`config.mk`:
```
export PLATFORM = sky130hd
export DESIGN_NAME = umips_run_ctrl
export DESIGN_NICKNAME = d
export VERILOG_FILES = /design/src/rtl/umips_run_pkg.sv /design/src/rtl/umips_halt_detect.sv /design/src/rtl/umips_run_ctrl.sv
export SDC_FILE = /design/constraint.sdc
export NUM_CORES = 1
export LEC_CHECK = 0
export ABC_AREA = 1
export ABC_CLOCK_PERIOD_IN_PS = 1700
export CORE_MARGIN = 8
export CORE_UTILIZATION = 42
export CTS_BUF_LIST = sky130_fd_sc_hd__clkbuf_4 sky130_fd_sc_hd__clkbuf_8 sky130_fd_sc_hd__clkbuf_16
export DETAILED_ROUTE_END_ITERATION = 6
export PLACE_DENSITY = 0.86
export SYNTH_ARGS = -nofsm -noshare
export SYNTH_HDL_FRONTEND = slang
export SYNTH_SLANG_ARGS = --single-unit
export TNS_END_PERCENT = 100
```
`constraint.sdc`:
```
create_clock -name clk -period 1.7 [get_ports clk]
set_input_delay 0.255 -clock clk [delete_from_list [all_inputs] [get_ports clk]]
set_output_delay 0.255 -clock clk [all_outputs]
set_load 0.1 [all_outputs]
```
`src/rtl/umips_run_pkg.sv`:
```
// Shared types and default constants for the umips run controller.
package umips_run_pkg;

    typedef enum logic [1:0] {HOLD, RUN, DONE} run_state_t;

    typedef enum logic [1:0] {NONE, TOHOST, HALT, TIMEOUT} end_cause_t;

    localparam logic [31:0] TOHOST_ADDR_DEF = 32'h0000_FFFC;
    localparam int          PASS_CODE       = 1;

endpackage

```
`src/rtl/umips_halt_detect.sv`:
```
// Branch-to-self halt detector: counts back-to-back retirements of the same PC
// (bubbles in between do not break the streak) and pulses halt on the Nth one.
module umips_halt_detect #(
    parameter int PC_WIDTH    = 32,
    parameter int HALT_REPEAT = 4
) (
    input  logic                clk,
    input  logic                reset,
    input  logic                en,
    input  logic                wb_valid,
    input  logic [PC_WIDTH-1:0] wb_pc,
    output logic                halt
);

    localparam int CW = $clog2(HALT_REPEAT + 2) + 1;

    logic [PC_WIDTH-1:0] last_pc;
    logic [CW-1:0]       rep_cnt;
    logic [CW-1:0]       rep_next;

    // A zero count means no PC has retired yet, so last_pc is not meaningful.
    always_comb begin
        rep_next = CW'(1);
        if (rep_cnt != '0 && wb_pc == last_pc)
            rep_next = rep_cnt + 1'b1;
    end

    assign halt = (HALT_REPEAT != 0) && en && wb_valid && (rep_next == CW'(HALT_REPEAT));

    always_ff @(posedge clk) begin
        if (reset) begin
            last_pc <= '0;
            rep_cnt <= '0;
        end else if (en && wb_valid) begin
            last_pc <= wb_pc;
            rep_cnt <= rep_next;
        end
    end

endmodule

```
`src/rtl/umips_run_ctrl.sv`:
```
// Run controller for umips_top: reset sequencing, counters, end-of-run detection.
// Optional stall counter built when UMIPS_RUN_CTRL_STALL_CNT_EN is defined.
module umips_run_ctrl
    import umips_run_pkg::*;
#(
    parameter int RESET_CYCLES   = 2,
    parameter int TIMEOUT_CYCLES = 50,
    parameter int HALT_REPEAT    = 4,
    parameter int PC_WIDTH       = 32,
    parameter int DATA_WIDTH     = 32,
    parameter int CNT_WIDTH      = 32,
    parameter logic [DATA_WIDTH-1:0] TOHOST_ADDR = DATA_WIDTH'(TOHOST_ADDR_DEF)
) (
    input  logic                  clk,
    input  logic                  reset,
    input  logic                  wb_valid,
    input  logic [PC_WIDTH-1:0]   wb_pc,
    input  logic                  mem_we,
    input  logic [DATA_WIDTH-1:0] mem_addr,
    input  logic [DATA_WIDTH-1:0] mem_wdata,
    output logic                  core_reset,
    output logic                  running,
    output logic                  done,
    output logic                  pass,
    output logic                  fail,
    output logic                  timeout,
    output logic [DATA_WIDTH-1:0] exit_code,
    output logic [CNT_WIDTH-1:0]  cycle_count,
    output logic [CNT_WIDTH-1:0]  instret_count,
    output logic [CNT_WIDTH-1:0]  stall_count
);

    localparam int HW = $clog2(RESET_CYCLES + 1);

    run_state_t    state, state_next;
    logic [HW-1:0] hold_cnt;
    logic          halt, hit_tohost, hit_timeout, tohost_pass;

    assign running     = (state == RUN);
    assign core_reset  = (state != RUN);
    assign done        = (state == DONE);
    assign hit_tohost  = mem_we && (mem_addr == TOHOST_ADDR);
    assign tohost_pass = (mem_wdata == DATA_WIDTH'(PASS_CODE));
    assign hit_timeout = (TIMEOUT_CYCLES != 0) &&
                         (cycle_count == CNT_WIDTH'(TIMEOUT_CYCLES - 1));

    umips_halt_detect #(
        .PC_WIDTH    (PC_WIDTH),
        .HALT_REPEAT (HALT_REPEAT)
    ) u_halt (
        .clk      (clk),
        .reset    (reset),
        .en       (running),
        .wb_valid (wb_valid),
        .wb_pc    (wb_pc),
        .halt     (halt)
    );

    always_comb begin
        state_next = state;
        case (state)
            HOLD:    if (hold_cnt == HW'(RESET_CYCLES - 1)) state_next = RUN;
            RUN:     if (hit_tohost || halt || hit_timeout) state_next = DONE;
            default: state_next = state;
        endcase
    end

    always_ff @(posedge clk) begin
        if (reset) begin
            state         <= HOLD;
            hold_cnt      <= '0;
            pass          <= 1'b0;
            fail          <= 1'b0;
            timeout       <= 1'b0;
            exit_code     <= '0;
            cycle_count   <= '0;
            instret_count <= '0;
        end else begin
            state <= state_next;
            if (state == HOLD)
                hold_cnt <= hold_cnt + 1'b1;
            if (running) begin
                cycle_count <= cycle_count + 1'b1;
                if (wb_valid)
                    instret_count <= instret_count + 1'b1;
                // Priority tohost > halt > timeout; the end edge still counts.
                if (hit_tohost) begin
                    exit_code <= mem_wdata;
                    pass      <= tohost_pass;
                    fail      <= !tohost_pass;
                end else if (halt) begin
                    pass <= 1'b1;
                end else if (hit_timeout) begin
                    timeout <= 1'b1;
                    fail    <= 1'b1;
                end
            end
        end
    end

`ifdef UMIPS_RUN_CTRL_STALL_CNT_EN
    logic [CNT_WIDTH-1:0] stall_q;

    always_ff @(posedge clk) begin
        if (reset)
            stall_q <= '0;
        else if (running && !wb_valid)
            stall_q <= stall_q + 1'b1;
    end

    assign stall_count = stall_q;
`else
    assign stall_count = '0;
`endif

endmodule

```
* After elaboration in Yosys (flattened, before gate mapping)
Index checks and enable logic that the tools add are counted.
Cells by class: reductions and logical operators 18, $add $sub $neg 4, bitwise gates (word level) 2, muxes and demuxes 9, equal/unequal tests 12
Operator list (count):
- $add A32 B1 Y32 const B | 2
- $eq A32 B1 Y1 const B | 1
- $eq A32 B16 Y1 const B | 1
- $eq A32 B32 Y1 | 1
- $eq A32 B6 Y1 const B | 1
- $ne A2 B1 Y1 const B | 3
- $reduce_and A2 Y1 | 3
- $reduce_and A3 Y1 | 2
- $reduce_bool A2 Y1 | 3
- $mux W1 | 5
- $add A4 B1 Y4 const B | 1
- $eq A2 B1 Y1 const B | 2
- $eq A4 B3 Y1 const B | 1
- $logic_and A1 B1 Y1 | 4
- $mux W2 | 2
- $mux W4 | 1
- $pmux W2 S2 | 1
- $reduce_and A4 Y1 | 1
- $reduce_bool A4 Y1 | 1
- $add A2 B1 Y2 const B | 1
- $eq A2 B2 Y1 const B | 1
- $logic_not A2 Y1 | 1
- $logic_or A1 B1 Y1 | 2
- $ne A2 B2 Y1 const B | 1
- other kinds (2) | 3
Word-level totals: word-level logic and storage cells 55, flip-flop bits (word level) 139, bits of input ports 100, output and inout port bits 134

* Longest topological paths before layout
depth in word-level cells 9, gate-level depth with buffers 14, mapped depth without buffers 14

* By module
Synthesis repeated with hierarchy kept, for this count alone.
Second synthesis, totals: cell total of the unflattened synthesis 1178, area, all modules 7547.2 um2
By module, submodules not included:
- umips_run_ctrl | cells each 893, times used 1, area each 5671.7 um2
- umips_halt_detect | cells each 285, times used 1, area each 1875.5 um2

* Worst setup path before layout
Ideal clock, no wire load.
path kind register -> register, from reg instret_count[0], to reg instret_count[22], arrival time 2.426 ns, setup time 0.128 ns, stages on the path, launching flop included 12, path slack -0.853 ns, required time 1.572 ns, path through dfxtp_1 -> ha_1 -> inv_1 -> nor3_4 -> nand2_1 -> nor2_2 -> nand4_2 -> nor2_2 -> nand2_1 -> nor2_1 -> xor2_1 -> nor2_1
On the way: word-level cells in the longest chain between the ends 1
RTL lines:
- start, declared | line umips_run_ctrl.sv:29 | output logic [CNT_WIDTH-1:0] instret_count,
- start signal, assigned | line umips_run_ctrl.sv:85 | instret_count <= instret_count + 1'b1;
- $add A32 B1 Y32 | line umips_run_ctrl.sv:85
No other way between the ends. A chain may end at the register's enable or synchronous reset.

* Worst setup path in the final report
from reg state[1], to reg instret_count[22]
On the way: word-level cells in the longest chain between the ends 2
RTL lines:
- start, declared | line umips_run_ctrl.sv:35 | run_state_t state, state_next;
- start signal, assigned | line umips_run_ctrl.sv:79 | state <= state_next;
- $eq A2 B1 Y1 | line umips_run_ctrl.sv:39 | assign running = (state == RUN);
- $reduce_and A2 Y1 (no source line)
No other way between the ends.

==> out/metrics.cfg <==
[worst_hold_path]
holdCritPathClass = in2reg

[setup_path]
slowest_stage = dfxtp_2
slowest_delay_ps = 330
criticalPathCategory = reg2reg
worst_ep_required_time_ps = 2000
critical_path.cell_chain = inv_2 > nand3_4 > nor3_4 > nand2_2 > nor2_4 > buf_6 > nand4_4 > nor2_4 > nand2_2 > nor2_2 > xor2_1 > nor2_1
cp-end-kind = register
path_max_fanout = 5
timing.critical_path.arrival_ps = 2200
worstSetupStartpointType = register

[logic_synthesis]
largest_family_of_logic_cells_by_synthesized_area = simple AND/OR/NAND/NOR gates
netlist.area_leader.share_pct = 39.57
summed_instance_area_of_the_synthesized_netlist_mm2 = 0.007033
adder_and_majority_gate_portion_of_the_synthesized_area_pct = 1.067
most_frequent_cells_after_synthesis = nand2_1, nor2_1, dfxtp_1, inv_1, a21oi_1
synth.mux.area_fraction_pct = 0
share_of_synthesized_cell_area_in_and_or_nand_and_nor_gates_pct = 31.15
synthDistinctLibCells = 37
share_of_async_settable_or_async_resettable_flops_after_synthesis_pct = 0
yosys.cell_count.top_type = nand2_1
share_of_the_synthesized_area_in_compound_gates_ao_oa_aoi_oai_pct = 12.49
syn-mean-instance-area_um2 = 6.963
yosysSeqAreaShare_pct = 39.57
yosysTopAreaCell = dfxtp_1
syn_inst = 1010
most_area_consuming_cells_after_synthesis = dfxtp_1, nand2_1, nor2_1
synth_edf_count = 0
synth_xor_area_share_pct = 4.359
ys_warn_count = 0
synth.ff_latch_count = 139
synthFlopType = dfxtp_1

[cts]
htree_num_levels = 4
clkSlewWorstSetupHoldPaths_ps = 60
tritoncts_clock_tree = yes
cts_root_buf = clkbuf_16
tritoncts_num_sinks = 139
postCtsHoldBufs = 0
clock_latency_of_the_later_clocked_register_in_the_worst_skew_pair_ps = 420
clock_path_buffers = 2
numCtsBuffers = 17

[timing]
rsz0062_at_grt = yes
hold_viol = 0
maxClockFrequency_mhz = 525.1
timing.final.setup_violations = 50
final_period_minus_worst_setup_slack_ps = 1904
fin_worst_skew_ps = 12.05
final.period_utilization_pct = 112.0
setup_ws_ps = -204.4
holdWs_ps = 307.8
timing.final.max_slew_violations = 0

[drt]
ant_nets = 0
drt_pass1_iterations = 7
vias = 8172
drt_iter0_markers = 540
detail_route.wirelength_um = 27290
detail_route.wl_per_cell_um = 17.63
drt_drc_violations_left = 0
viasPerCell = 5.279

[floorplanning]
floorplan.die_area_mm2 = 0.02114
die-width_um = 145.4
ios = 234
placementRows = 47
core_area_mm2 = 0.01647
initial_core_util_pct = 42.71
die_height_um = 145.4

[status]
run_status = complete, but fails checks
violations = negative setup slack

[placement]
portBuffers = 201
placement_stage_worst_setup_slack_ps = -500.1
detailedPlacementHpwl_um = 18330
place_congestion = 0.8977

[global_route]
first_global_vias = 8185
grt_start_max_net_pins = 55
antenna_found_initial = 1
gr-usage-all-layers_pct = 22.65
grt_first_pass_wirelength_um = 39600
grt.overflow.total = 0

[finish]
final_core_util_pct = 75.87
areaGrowthSynthToFinish_pct = 77.62
design.final.nets = 1420
layout-drive-gt1-share_pct = 32.86

[power]
ir_drop_v = 0.0007320
power_density_mw_per_mm2 = 781.2
cellLeakagePower_nw = 5.238

[job]
timing.max_cap.violations = 0

## sequential cells by signal, indices dropped and copies added (netlist names)
signal and flops:
u_halt.rep_cnt 4, fail 1, timeout 1, hold_cnt 2, state 2, cycle_count 32, instret_count 32, pass 1
exit_code 32, u_halt.last_pc 32
## cells in the final DEF, fill, tap and decap left out, types with 17 or more instances in the layout
cell	count
nor3_1	22
buf_4	100
xor2_1	17
nand2_1	173
clkdlybuf4s50_1	85
nor2_1	134
inv_1	99
o21ai_0	61
buf_12	106
a21oi_1	75
dfxtp_4	43
conb_1	32
dfxtp_1	73
xnor2_1	17
nand4_1	31
nor2_4	21
clkbuf_16	23
dfxtp_2	23
## kinds of logic (layout without fill, tap and decap cells)
family | count (synthesis) | count (layout)
and+or+nand+nor | 482 | 482
buffers and inverters | 179 | 465
AOI/OAI and AO/OA | 168 | 168
DFF | 139 | 139
xor gates and xnor gates | 35 | 35
adders and majority gates | 6 | 6
other | 1 | 33
## through the flow
step           instances  instance area, µm²  total power, W  TNS, ps
2_1_floorplan       1041                7441        0.004796   -859.5
3_3_place_gp        1479               11030        0.005490   -17510
3_5_place_dp        1479               11030        0.005543   -24510
4_1_cts             1526               11910        0.009677   -502.7
5_1_grt             1548               12490         0.01009    -8087
6_report            1548               12490        0.009758    -2965
## cell type report
| cell class | count | area (µm²) |
|---|---|---|
| antenna | 1 | 2.502 |
| clock buffer | 23 | 553.0 |
| clock inverter | 9 | 116.4 |
| fill | 1035 | 3974 |
| inverter | 117 | 444.2 |
| multi-input combinational | 723 | 4081 |
| sequential | 139 | 2973 |
| tap | 220 | 275.3 |
| timing repair buffer | 316 | 4046 |
## worst max-delay path, delay by kind of cell (launching register included)
| kind | cells | cell delay [ps] |
|---|---|---|
| DFF | 1 | 330 |
| buffers and inverters | 2 | 180 |
| and+or+nand+nor | 9 | 1110 |
| xor gates and xnor gates | 1 | 160 |
## what timing repair did
action | CTS | global route
buffers inserted | 15 | 21
setup endpoints to repair | 48 | 78
gates cloned | 0 | 3
pin swaps | 19 | 65
resized for setup | 27 | 113
endpoints found under the hold margin | 0 | 0
## worst paths after layout
path                                                     start                              to  slack, ps  depth (start not counted)
worst min register to register  u_halt.last_pc[2]$_SDFFE_PP0P_  u_halt.last_pc[2]$_SDFFE_PP0P_        470                          2
worst max register to register           state[1]$_SDFFE_PP0P_  instret_count[22]$_SDFFE_PP0P_       -200                         12
worst min-delay path                                     reset    cycle_count[23]$_SDFFE_PP0P_        310                          3
worst max-delay path                     state[1]$_SDFFE_PP0P_  instret_count[22]$_SDFFE_PP0P_       -200                         12
## where the power goes
| group | total (W) | switching, W | internal (W) |
|---|---|---|---|
| Sequential | 0.00347 | 0.000101 | 0.00337 |
| Clock | 0.00412 | 0.00151 | 0.00261 |
| Combinational | 0.00217 | 0.00134 | 0.000823 |
| Total | 0.00976 | 0.00296 | 0.00680 |
## metal layers
| layer | wire, µm | vias to the layer above | GRT usage [%] |
|---|---|---|---|
| met5 | 0 | - | 0 |
| met4 | 1314 | 0 | 10.46 |
| met3 | 2407 | 105 | 9.017 |
| met2 | 13670 | 414 | 39.49 |
| met1 | 9893 | 3813 | 23.54 |
| li1 | - | 3840 | - |
Power figures use the tool's default switching activity.
